`config.mk`:
```
export PLATFORM = sky130hd
export DESIGN_NAME = amm_copy_master
export DESIGN_NICKNAME = d
export VERILOG_FILES = /design/src/rtl/amm_copy_master.sv
export SDC_FILE = /design/constraint.sdc
export NUM_CORES = 1
export LEC_CHECK = 0
export CAP_MARGIN = 20
export CORE_AREA = 5 5 271 167
export CTS_CLUSTER_DIAMETER = 40
export DETAILED_ROUTE_END_ITERATION = 12
export DIE_AREA = 0 0 276 172
export GPL_ROUTABILITY_DRIVEN = 0
export PLACE_DENSITY = 0.66
export REMOVE_ABC_BUFFERS = 1
export SYNTH_ARGS = -nofsm -noshare
export SYNTH_HDL_FRONTEND = slang
export SYNTH_SLANG_ARGS = --single-unit
```
`constraint.sdc`:
```
create_clock -name clk -period 7.9 [get_ports clk]
set_input_delay 1.185 -clock clk [delete_from_list [all_inputs] [get_ports clk]]
set_output_delay 1.185 -clock clk [all_outputs]
set_load 0.005 [all_outputs]
```
`src/rtl/amm_copy_master.sv`:
```
// Avalon-MM DMA copy engine: reads words from the source region, buffers them in a small FIFO, writes them to the destination.
// Define AMM_COPY_CHECKSUM_EN to build a running sum of written words on status_checksum (tied to 0 otherwise).
module amm_copy_master #(
   parameter int MASTER_ADDRESSWIDTH = 26,
   parameter int DATAWIDTH           = 32,
   parameter int LENWIDTH            = 16,
   parameter int FIFO_DEPTH          = 8
) (
   input  logic                           clk,
   input  logic                           reset,
   input  logic                           cmd_start,
   input  logic [MASTER_ADDRESSWIDTH-1:0] cmd_src_addr,
   input  logic [MASTER_ADDRESSWIDTH-1:0] cmd_dst_addr,
   input  logic [LENWIDTH-1:0]            cmd_len_words,
   output logic                           status_busy,
   output logic                           status_done,
   output logic [LENWIDTH-1:0]            status_words_done,
   output logic [DATAWIDTH-1:0]           status_checksum,
   output logic [MASTER_ADDRESSWIDTH-1:0] master_address,
   output logic                           master_read,
   output logic                           master_write,
   output logic [DATAWIDTH-1:0]           master_writedata,
   input  logic [DATAWIDTH-1:0]           master_readdata,
   input  logic                           master_readdatavalid,
   input  logic                           master_waitrequest
);
   localparam int AW = MASTER_ADDRESSWIDTH;
   localparam int PW = $clog2(FIFO_DEPTH);
   localparam int CW = PW + 1;

   typedef enum logic [1:0] {IDLE, RUN, DONE} state_t;

   state_t                 state_reg, state_next;
   logic [AW-1:0]          src_reg, src_next, dst_reg, dst_next, address_reg, address_next;
   logic [LENWIDTH-1:0]    len_reg, len_next, reads_left_reg, reads_left_next;
   logic [LENWIDTH-1:0]    words_done_reg, words_done_next;
   logic [CW-1:0]          outstanding_reg, outstanding_next, count_reg, count_next;
   logic [PW-1:0]          wr_ptr_reg, wr_ptr_next, rd_ptr_reg, rd_ptr_next;
   logic                   read_reg, read_next, write_reg, write_next, done_reg, done_next;
   logic [DATAWIDTH-1:0]   writedata_reg, writedata_next;
   logic [DATAWIDTH-1:0]   fifo_mem [FIFO_DEPTH];
   logic                   push, pop, read_accept, accept;

   always_comb begin
      state_next      = state_reg;
      src_next        = src_reg;
      dst_next        = dst_reg;
      address_next    = address_reg;
      len_next        = len_reg;
      reads_left_next = reads_left_reg;
      words_done_next = words_done_reg;
      read_next       = read_reg;
      write_next      = write_reg;
      done_next       = done_reg;
      writedata_next  = writedata_reg;
      push            = 1'b0;
      pop             = 1'b0;
      read_accept     = 1'b0;
      accept          = (read_reg || write_reg) && !master_waitrequest;
      case (state_reg)
         IDLE: begin
            if (cmd_start) begin
               src_next        = cmd_src_addr;
               dst_next        = cmd_dst_addr;
               len_next        = cmd_len_words;
               reads_left_next = cmd_len_words;
               words_done_next = '0;
               done_next       = (cmd_len_words == '0);
               state_next      = (cmd_len_words == '0) ? DONE : RUN;
            end
         end
         RUN: begin
            push = master_readdatavalid;
            if (read_reg || write_reg) begin
               // a pending command is held untouched until the slave takes it
               if (accept) begin
                  read_next  = 1'b0;
                  write_next = 1'b0;
                  if (read_reg) begin
                     read_accept     = 1'b1;
                     src_next        = src_reg + AW'(4);
                     reads_left_next = reads_left_reg - LENWIDTH'(1);
                  end else begin
                     pop             = 1'b1;
                     dst_next        = dst_reg + AW'(4);
                     words_done_next = words_done_reg + LENWIDTH'(1);
                  end
               end
            end else if (words_done_reg == len_reg) begin
               state_next = DONE;
               done_next  = 1'b1;
            end else if (count_reg != '0) begin
               write_next     = 1'b1;
               address_next   = dst_reg;
               writedata_next = fifo_mem[rd_ptr_reg];
            end else if (reads_left_reg != '0 &&
                         (outstanding_reg + count_reg) < CW'(FIFO_DEPTH)) begin
               read_next    = 1'b1;
               address_next = src_reg;
            end
         end
         DONE:    state_next = IDLE;
         default: state_next = IDLE;
      endcase
      outstanding_next = outstanding_reg + CW'(read_accept) - CW'(push);
      count_next       = count_reg + CW'(push) - CW'(pop);
      wr_ptr_next      = wr_ptr_reg + PW'(push);
      rd_ptr_next      = rd_ptr_reg + PW'(pop);
   end

   always_ff @(posedge clk or posedge reset) begin
      if (reset) begin
         state_reg       <= IDLE;
         src_reg         <= '0;
         dst_reg         <= '0;
         address_reg     <= '0;
         len_reg         <= '0;
         reads_left_reg  <= '0;
         words_done_reg  <= '0;
         outstanding_reg <= '0;
         count_reg       <= '0;
         wr_ptr_reg      <= '0;
         rd_ptr_reg      <= '0;
         read_reg        <= 1'b0;
         write_reg       <= 1'b0;
         done_reg        <= 1'b0;
         writedata_reg   <= '0;
      end else begin
         state_reg       <= state_next;
         src_reg         <= src_next;
         dst_reg         <= dst_next;
         address_reg     <= address_next;
         len_reg         <= len_next;
         reads_left_reg  <= reads_left_next;
         words_done_reg  <= words_done_next;
         outstanding_reg <= outstanding_next;
         count_reg       <= count_next;
         wr_ptr_reg      <= wr_ptr_next;
         rd_ptr_reg      <= rd_ptr_next;
         read_reg        <= read_next;
         write_reg       <= write_next;
         done_reg        <= done_next;
         writedata_reg   <= writedata_next;
      end
   end

   // buffer storage carries no reset so it maps onto plain RAM
   always_ff @(posedge clk) begin
      if (push) fifo_mem[wr_ptr_reg] <= master_readdata;
   end

`ifdef AMM_COPY_CHECKSUM_EN
   logic [DATAWIDTH-1:0] checksum_reg;
   always_ff @(posedge clk or posedge reset) begin
      if (reset)                              checksum_reg <= '0;
      else if (state_reg == IDLE && cmd_start) checksum_reg <= '0;
      else if (pop)                           checksum_reg <= checksum_reg + writedata_reg;
   end
   assign status_checksum = checksum_reg;
`else
   assign status_checksum = '0;
`endif

   assign status_busy       = (state_reg == RUN);
   assign status_done       = done_reg;
   assign status_words_done = words_done_reg;
   assign master_address    = address_reg;
   assign master_read       = read_reg;
   assign master_write      = write_reg;
   assign master_writedata  = writedata_reg;
endmodule

```
After elaboration in Yosys (flattened, before gate mapping)
Memory sizes are Yosys's and may differ from the RTL's. A register that Yosys moved wholly into a read port is not among the register bits. Index checks and enable logic that the tools add are counted.

Register bits after elaboration: 145. Memories: 1. Memory bits (writable): 256. Input bits: 105. Word-level logic and storage cells: 112. Output and inout port bits: 110.

Equality and inequality tests: 12. $lt $le $gt $ge: 1. Bitwise operators: 2. Muxes and demuxes: 50. Reduce and logical (&&, ||, !) cells: 21. Add/sub/neg operators: 11.

Memories: fifo_mem (words 8, bits a word 32, read ports 1, clocked after memory_dff 1, wr ports 1, RTL line 41) `logic [DATAWIDTH-1:0] fifo_mem [FIFO_DEPTH];`.

Operators by type and width (count): $mux W26 (10); $mux W16 (8); $pmux W26 S2 (2); $pmux W16 S2 (2); $add A26 B3 Y26 const B (2); $mux W1 (22); $add A16 B1 Y16 const B (1); $eq A16 B16 Y1 (1); $logic_not A16 Y1 (1); $reduce_and A4 Y1 (4); $reduce_bool A16 Y1 (1); $sub A16 B1 Y16 const B (1); $reduce_and A5 Y1 (3); $ne A2 B2 Y1 const B (6); $add A4 B1 Y4 (2); $mux W2 (4); $ne A2 B1 Y1 const B (4); $reduce_bool A2 Y1 (4); $sub A4 B1 Y4 (2); $add A3 B1 Y3 (2); $add A4 B4 Y4 (1); $lt A4 B4 Y1 const B (1); $pmux W2 S2 (1); $reduce_bool A4 Y1 (1); 9 further kinds (11).

Longest topological paths before layout
Gate-level depths: netlist of run 1.

Depth in word-level cells: 7. Depth in mapped cells: 14. Depth with buffers taken out: 9.

Least setup slack after synthesis of run 1
No wires, ideal clock.

Path kind: input -> register. From: input port master_readdatavalid. To: memory fifo_mem[0][0] (enable). Path slack: 3.767 ns. Stages on the path: 3. Arrival time: 3.672 ns. Path buffers: 0. Setup time: 0.461 ns. Data required time: 7.439 ns. Cells stage by stage: and2_1 > nand2b_1 > nor3_1.

Cells in the longest elaborated chain, start to end: 3.

Ends and longest elaborated chain: from (decl) (RTL line 24) `input logic master_readdatavalid,`; $mux W1 (RTL line 60) `case (state_reg)`; $mux W1 (RTL line 149) `if (push) fifo_mem[wr_ptr_reg] <= master_readdata;`; $mux W1 (not written as such) (RTL line 149); to (decl) (RTL line 41).

No other way between the ends.

Final worst setup path of run 1
From: register state_reg[1]. To: output port status_busy.

Cells in the longest elaborated chain, start to end: 1.

Ends and longest elaborated chain: from (decl) (RTL line 33) `state_t state_reg, state_next;`; from (signal assigned) (RTL line 129) `state_reg <= state_next;`; $eq A2 B1 Y1 (RTL line 164) `assign status_busy = (state_reg == RUN);`; to (decl) (RTL line 15) `output logic status_busy,`.

No other way between the ends.

==> results.toml, run 1 <==
[status]
outcome = "completed"

[power_and_ir_drop]
p_leak_nw = 8.475
power-per-cell-area_nw_per_um2 = 363.9
vdd_drop_max_uv = 166.3
seq_power_share = 0.423
power_frac_clock = 0.263
internal_power_mw = 5.633
sw_frac_of_total = 0.3213
combPwrFrac = 0.314
power.net_switching_mw = 2.666

[worst_setup_path]
worstSetupEndpointType = "output pin"
cp.arrival_ps = 2410
critical-path-top-delay-family = "buffers and inverters"
crit-reg2reg-capture = "fifo_mem[2][18]"
critPathSlowestCell = "clkdlybuf4s50_1"
cpPeakStageDelay_ps = 680
cp_max_fo = 58
path_cells = "nand2b_2, inv_4, clkdlybuf4s50_1"
worstPathRequired_ps = 6710
rr_startpoint = "state_reg[1]"
timing.reg2reg.worst_path_depth = 6
startpoint_class_of_the_critical_path = "flip-flop"
critPathBufInv = 2
path_class = "flip-flop to output pin"
setup.reg_to_reg.worst_slack_ps = 4740

[floorplan]
die_width_um = 276
placeableCoreArea_um2 = 42670
placementRows = 59
die_area_um2 = 47470
ios = 215
die_height_um = 172
starting_density_of_the_core = 0.4439

[layout]
number_of_flip_flops_in_the_largest_register = 256
final_nets = 1637
fin_cells = 2131
largest-register = "fifo_mem"
post_route_cells_drive_above_1_share = 0.1684
synthToLayoutAreaGrowth_pct = 20.44

[routing]
drt-pass1-iter-count = 5
route.vias.total = 11700
totalWireLength_um = 44550
detailedRoute.firstIterationViolations = 1073
routed_via_density = 5.490
post_route_drc = 0
ant_nets = 0
drt-wirelength-per-cell_um = 20.91

[global_routing]
grt_remaining_overflow = 0
grt_start_max_net_pins = 125
first_global_vias = 11820
grt_util_all_layers = 0.1832
wire_length_of_the_first_global_routing_pass_um = 69050
initial_antenna_violation_count = 1

[yosys]
synth_top_flop_cell = "edfxtp_1"
post_synth_most_frequent_cells = "256 x edfxtp_1, 177 x dfrtp_1, 99 x nand2_1, 92 x o21ai_0, 91 x a21oi_1"
synthesis.area_um2 = 18940
netlist_instances = 1334
syn_avg_cell_area_um2 = 14.20
yosys.cell_types.count = 65
top_cell_type_s_share_of_synthesized_area = 0.4059
async_flop_share = 0.4088
synth_enable_flop_cells = 256
synth.yosys.warnings = 0
seq_area_frac_synth = 0.6398
ys_seq_elements = 433
post-synth-top-area-cell = "edfxtp_1"
synth_top_cells_by_area = "edfxtp_1 41%, dfrtp_1 23%, mux4_2 7.6%, mux2_2 3.1%, o21ai_0 2.4%"
synth.most_common_cell = "edfxtp_1"

[timing]
min_period_ps = 3599
setup_repair_after_global_routing_missed_its_margin = "false"
setup_viol_count_final = 0
number_of_max_slew_violations_in_the_final_report = 0
clock-skew-final_ps = 29.36
worst-slew-pin-transition_ps = 989.8
timing.final.hold_violations = 0
timing.slew.headroom = 0.3402
fmaxAchievable_ghz = 0.2778
setup_tns_ps = 0
final.period_utilization = 0.4556

[cts]
cts-hold-fix-buffers = 0
clk_pin_slew_ps = 60
cts.htree.levels = 2
clock_path_buffers = 3
clockRootBuffer = "clkbuf_16"
insertion_delay_ps = 570
post-cts-setup-buffers = 0
cts_tree = "done"
cts_sinks = 433
post_cts.resized_instances = 0
cts_buffers = 47

[job]
max_capacitance_violation_total = 0

[min_path]
worst_hold_path.endpoint = "master_writedata[30]"
number_of_cells_traversed_by_the_worst_hold_path = 2
hp-start = "master_writedata[30]"
class_of_the_tightest_hold_or_removal_check = "flip-flop to flip-flop"

[place]
numPlacedInstances = 2042
port-buffer-count = 182
detailed_placer_s_ending_hpwl_um = 28990
per-stage QoR:
step	worst slack [ps]	utilization	instance area (um2)	hold slack [ps]	power, mW
final	4301	0.5346	22810	477.8	8.300
after global routing	4208	0.5345	22810	511.8	8.818
after CTS	4289	0.5345	22810	483.4	8.405
after detailed placement	4162	0.4979	21240	469.9	6.194
after global placement	4240	0.4979	21240	464.0	6.112
after floorplan	1405	-	18480	448.7	5.186
placed cells by master, fill, tap and decap left out, types with 10 or more instances in the layout:
master           Yosys  routed
a21oi_1             91      90
and3_1              12      12
buf_4               33      21
clkbuf_1            42      11
clkbuf_16            0      48
clkdlybuf4s50_1      0     182
conb_1               1      32
dfrtp_1            177     174
edfxtp_1           256     256
ha_1                18      18
inv_1               18      16
mux2_2              52      52
mux2_4              20      20
mux2i_1             32      32
mux4_2              64      64
nand2_1             99      99
nand3_1             30      30
nand4_1             18      18
nor2_1              67      60
nor3_1              12      10
o21ai_0             92      92
o22ai_1             17      17
xnor2_1             13      13
xor2_1              26      26
routing by layer:
metal	wire length, um	track usage	up-vias
met4	756	0.04187	0
met2	20510	0.2802	322
li1	-	-	5347
met1	20920	0.2759	5974
met5	0	0	-
met3	2357	0.03522	56
area by class of cell:
cell class | instances | area (um2)
inverter | 18 | 77.57
clock buffer | 63 | 1297
multi-input combinational | 809 | 6340
fill | 3546 | 19860
antenna | 2 | 5.005
tap | 579 | 724.4
clock inverter | 24 | 264.0
timing repair buffer | 203 | 1979
sequential | 433 | 12120
cells by family (layout without fill, tap and decap cells):
logic type | Yosys count | in the layout | synth area share
AND/OR/NAND/NOR | 292 | 292 | 0.07452
flip-flops | 433 | 433 | 0.6398
other | 1 | 34 | 0.0001980
buffers and inverters | 123 | 308 | 0.03409
XOR/XNOR | 39 | 39 | 0.01804
adder cells (fa/ha/maj) | 20 | 20 | 0.01401
multiplexers | 168 | 168 | 0.1398
AO/OA/AOI/OAI | 258 | 258 | 0.07961
power groups by stage:
stage	Clock, mW	Combinational [mW]	Sequential [mW]
3_3_place_gp	0	2.59	3.52
6_report	2.19	2.61	3.51
2_1_floorplan	0	1.68	3.50
3_5_place_dp	0	2.64	3.55
5_1_grt	2.35	2.88	3.59
4_1_cts	2.24	2.65	3.51
worst register-to-register path, stage by stage (launching register included):
cell	delay, ps
dfrtp_1	480
nand2b_2	260
inv_4	420
and2_1	350
nand2b_1	200
nor2_2	640
buf_4	480
worst max-delay path by stage:
stage	startpoint	end	slack [ps]	cells past startpoint
3_5_place_dp	master_readdatavalid	fifo_mem[2][18]	4160	5
5_1_grt	state_reg[1]	status_busy	4210	3
2_1_floorplan	state_reg[1]	fifo_mem[0][0]	1410	5
6_report	state_reg[1]	status_busy	4300	3
4_1_cts	state_reg[1]	status_busy	4290	3
3_3_place_gp	master_readdatavalid	fifo_mem[3][18]	4240	5
Power figures use the tool's default switching activity.
==> run 2, diff against run 1 <==
Clock period 7.9 ns to 3.5 ns, I/O delays scaled along.
==> run 2 against run 1 <==
  * Global-route usage increased by 0.27 points
  * Critical path depth increased by 3
  * Flip-flop and latch count unchanged
  * Final cell count increased by 0.47%
  * First-iteration DRC count decreased by 9.4%
  * Sequential share of layout area decreased by 0.54 points
  * Utilization increased by 0.55 points
  * Via count increased by 0.44%
  * Register-to-register slack got worse by 4000 ps
  * Worst setup slack got worse by 3500 ps
  * Combinational power increased by 130%
  * Critical path type is now flip-flop to flip-flop
  * Largest power group unchanged
  * Highest routed layer unchanged
==> results.toml, run 2 (synthesized netlist as in run 1, its figures left out) <==
[timing]
timing.slew.headroom = 0.3878
final.period_utilization = 0.7781
worst-slew-pin-transition_ps = 918.3
number_of_max_slew_violations_in_the_final_report = 0
hold_slack_ps = 466.8
setup_viol_count_final = 0
timing.final.hold_violations = 0
clock-skew-final_ps = 17.04
min_period_ps = 2723
setup_repair_after_global_routing_missed_its_margin = "false"
fmaxAchievable_ghz = 0.3672

[floorplan]
placementRows = 59
die_width_um = 276
starting_density_of_the_core = 0.4439
die_area_um2 = 47470
ios = 215
die_height_um = 172
placeableCoreArea_um2 = 42670

[routing]
detailedRoute.firstIterationViolations = 972
totalWireLength_um = 44830
post_route_drc = 0
ant_nets = 0
drt-pass1-iter-count = 5
route.vias.total = 11750
routed_via_density = 5.489
drt-wirelength-per-cell_um = 20.94

[cts]
insertion_delay_ps = 560
clk_pin_slew_ps = 60
cts.htree.levels = 2
clock_path_buffers = 3
post_cts.resized_instances = 0
clockRootBuffer = "clkbuf_16"
post-cts-setup-buffers = 0
cts_buffers = 48
cts-hold-fix-buffers = 0
cts_tree = "done"
cts_sinks = 433

[global_routing]
grt_util_all_layers = 0.1859
grt_start_max_net_pins = 98
wire_length_of_the_first_global_routing_pass_um = 69950
initial_antenna_violation_count = 1
grt_remaining_overflow = 0
first_global_vias = 11860

[layout]
final_util = 0.5401
post_route_cells_drive_above_1_share = 0.1787
number_of_flip_flops_in_the_largest_register = 256
synthToLayoutAreaGrowth_pct = 21.68
post-route-cell-area_um2 = 23040
mostFrequentLayoutCells = "256 x edfxtp_1, 182 x clkdlybuf4s50_1, 174 x dfrtp_1, 99 x nand2_1, 92 x o21ai_0"
final_nets = 1647
largest-register = "fifo_mem"
layout.cells.most_common = "edfxtp_1"

[worst_setup_path]
critical-path-top-delay-family = "simple AND/OR/NAND/NOR gates"
path_class = "flip-flop to flip-flop"
path_cells = "xor2_1, nor4_1, nand4_1, nand4_1, buf_4, o21ai_0"
cpPeakStageDelay_ps = 590
cp_common_cell = "nand4_1"
startpoint_class_of_the_critical_path = "flip-flop"
worstPathRequired_ps = 3890
cp.arrival_ps = 3120
critPathBufInv = 1
cp_max_fo = 64
worstSetupEndpointType = "flip-flop"
critPathSlowestCell = "buf_4"

[place]
detailed_placer_s_ending_hpwl_um = 28590
dpl_cell_area_um2 = 21360
port-buffer-count = 182

[power_and_ir_drop]
power.total_mw = 19.17
power-per-cell-area_nw_per_um2 = 831.7
p_leak_nw = 8.610
vdd_drop_max_uv = 431.1

[min_path]
class_of_the_tightest_hold_or_removal_check = "input port to asynchronous set/reset pin"

[job]
max_capacitance_violation_total = 0

[status]
outcome = "completed"
[run 2: changes by cell type in the layout (fill, tap and decap cells not counted), sizes merged]
cell / change
inv: -3
diode: -1
buf: +9
clkbuf: -7
clkinv: +7
bufinv: +5
[run 2: through the flow]
| step | setup slack, ps | instances | setup TNS (ps) |
|---|---|---|---|
| 2_1_floorplan | -2995 | 1260 | -1074890 |
| 4_1_cts | 755.4 | 2140 | 0 |
| 3_5_place_dp | 818.9 | 2051 | 0 |
| 5_1_grt | 606.4 | 2141 | 0 |
| 3_3_place_gp | 861.1 | 2051 | 0 |
| 6_report | 776.8 | 2141 | 0 |
[run 2: path summary, 6_finish.rpt]
check,cells after the start,slack (ps),to,start
hold / removal,2,470,master_writedata[29],reset
max in group asynchronous,3,2210,master_writedata[26],reset
setup reg to reg,6,780,master_writedata[19],status_words_done[1]
setup / recovery,6,780,master_writedata[19],status_words_done[1]
min in group clk,2,480,master_writedata[0],master_writedata[0]
hold reg to reg,2,480,master_writedata[0],master_writedata[0]
[run 2: area by class of cell]
type                    instances  area [um2]
diodes                          1       2.502
clock buffers                  56        1281
clock inverters                33       399.1
fillers                      3475       19620
inverters                      18       77.57
multi-input cells             809        6340
flip-flops and latches        433       12120
well taps                     579       724.4
repair buffers                212        2097
[run 2: where the power goes]
group | switching, mW | internal [mW] | leakage (nW) | total, mW
Sequential | 1.06 | 6.81 | 4.53 | 7.86
Clock | 2.12 | 3.17 | 0.823 | 5.29
Combinational | 2.86 | 3.15 | 3.26 | 6.01
Total | 6.04 | 13.1 | 8.61 | 19.2
[run 2: per-layer routing]
layer,GRT usage,part of all wire,vias up,routed length [um]
li1,-,-,5383,-
met1,0.2745,0.46,5982,20590
met2,0.2919,0.47,322,21100
met3,0.03455,0.054,64,2425
met4,0.04209,0.016,0,717
met5,0,0,-,0
==> run 3, diff against run 2 <==
Settings changed: PLACE_DENSITY 0.66 to 0.68.
Clock period 3.5 ns to 2.2 ns, I/O delays scaled along.
==> run 3 against run 2 <==
  * The flow now finishes with violations (setup timing)
  * Hold slack got worse by 220 ps
  * Critical path depth rose by 3
  * Combinational power rose by 88%
  * Fmax rose by 19%
  * Sequential power rose by 58%
  * Register-to-register slack got worse by 860 ps
  * Worst setup slack got worse by 860 ps
  * Count of clock-buffer cells in the layout rose by 7
  * Critical path type unchanged
  * Non-clock buffer count rose by 66
  * Largest power group unchanged
==> results.toml, run 3 (synthesized netlist as in run 1, its figures left out) <==
[status]
outcome = "finished, violations left"
failed_checks = "setup timing"

[timing]
clock-skew-final_ps = 23.18
setup_viol_count_final = 26
number_of_max_slew_violations_in_the_final_report = 0
setup_repair_after_global_routing_missed_its_margin = "true"
timing.slew.headroom = 0.6506
worst-slew-pin-transition_ps = 524.1
min_period_ps = 2280
final_critical_path_setup_slack_ps = -80.19
fmaxAchievable_ghz = 0.4386
timing.final.hold_violations = 0
final.period_utilization = 1.036

[worst_setup_path]
path_class = "flip-flop to flip-flop"
startpoint_class_of_the_critical_path = "flip-flop"
worstPathRequired_ps = 2630
rr_startpoint = "count_reg[1]"
cp.arrival_ps = 2710
setup.reg_to_reg.worst_slack_ps = -80
worstSetupStartpoint = "count_reg[1]"
worstSetupEndpointType = "flip-flop"
cp_max_fo = 7

[global_routing]
grt_remaining_overflow = 0
first_global_vias = 12270
wire_length_of_the_first_global_routing_pass_um = 71650
initial_antenna_violation_count = 2
grt_util_all_layers = 0.1910
grt_start_max_net_pins = 98

[min_path]
class_of_the_tightest_hold_or_removal_check = "input port to asynchronous set/reset pin"

[place]
detailed_placer_s_ending_hpwl_um = 29710
port-buffer-count = 182
pre_cts_ws_ps = -223.7

[layout]
final_util = 0.5604
layout.cells.most_common = "edfxtp_1"
mostFrequentLayoutCells = "256 x edfxtp_1, 181 x clkdlybuf4s50_1, 173 x dfrtp_1, 99 x nand2_1, 92 x o21ai_0"
largest-register = "fifo_mem"
synthToLayoutAreaGrowth_pct = 26.25
final_nets = 1713
number_of_flip_flops_in_the_largest_register = 256
fillers = 3511
post_route_cells_drive_above_1_share = 0.2151

[routing]
route.vias.total = 12130
totalWireLength_um = 47190
drt-pass1-iter-count = 7
post_route_drc = 0
routed_via_density = 5.498
ant_nets = 0
drt-wirelength-per-cell_um = 21.38
detailedRoute.firstIterationViolations = 1107

[cts]
insertion_delay_ps = 570
clock_path_buffers = 3
cts.htree.levels = 2
cts_buffers = 48
cts_sinks = 433
clk_pin_slew_ps = 60
cts-hold-fix-buffers = 0
clockRootBuffer = "clkbuf_16"
cts_tree = "done"

[power_and_ir_drop]
vdd_drop_max_uv = 535.7
p_leak_nw = 9.060
power-per-cell-area_nw_per_um2 = 1329
power.total_mw = 31.78

[job]
max_capacitance_violation_total = 0

[floorplan]
ios = 215
die_height_um = 172
placementRows = 59
placeableCoreArea_um2 = 42670
starting_density_of_the_core = 0.4439
die_area_um2 = 47470
die_width_um = 276
[run 3: worst max-delay path, cell delays in order (launching register included)]
cell and delay, ps:
dfrtp_1 380, ha_1 290, a31o_2 220, a21oi_4 140, xnor2_2 160, o21ai_4 100, a21oi_4 200, buf_6 160
buf_12 140, mux2_2 330
[run 3: layer usage]
metal / routed length (um) / GRT usage / vias to the layer above / part of all wire
li1: - / - / 5511 / -
met3: 2527 / 0.03320 / 56 / 0.054
met1: 22340 / 0.2888 / 6230 / 0.47
met4: 716 / 0.03775 / 2 / 0.015
met5: 13 / 0 / - / 0.00028
met2: 21590 / 0.2966 / 335 / 0.46
[run 3: worst paths after layout]
kind,end,cells after the start
worst min-delay path,master_writedata[22],2
min in group clk,dst_reg[2],3
worst min register to register,master_writedata[2],2
worst max-delay path,master_address[20],9
worst max register to register,master_address[20],9
max in group asynchronous,master_address[20],3
[run 3: power by group]
part           switching (mW)  internal [mW]  total (mW)
sequential               1.56           10.8        12.4
combinational            5.25           6.05        11.3
clock                    3.35           4.75        8.10
total                    10.2           21.6        31.8
[run 3: final cells by class]
type | instances | area, um2 | area share
antenna | 1 | 2.502 | 0.0001047
inverter | 18 | 77.57 | 0.003244
multi-input combinational | 809 | 6389 | 0.2672
sequential | 433 | 12120 | 0.5071
clock buffer | 63 | 1349 | 0.05641
clock inverter | 26 | 272.8 | 0.01141
timing repair buffer | 278 | 2972 | 0.1243
tap | 579 | 724.4 | 0.03030
[run 3: metrics by stage]
step / hold slack, ps / std cells / instance area (um2) / TNS [ps]
2_1_floorplan: 428.9 / 1260 / 18480 / -1779550
3_3_place_gp: 460.9 / 2105 / 22010 / -1266
3_5_place_dp: 468.6 / 2105 / 22010 / -2950
4_1_cts: 238.3 / 2199 / 23750 / -1218
5_1_grt: 275.0 / 2207 / 23910 / -2373
6_report: 244.0 / 2207 / 23910 / -1130
[run 3: timing repair]
action / CTS / global route
gates resized for setup: 7 / 9
gates cloned: 2 / 4
pin swaps: 2 / 4
endpoints found under the setup margin: 49 / 244
buffers inserted: 3 / 3
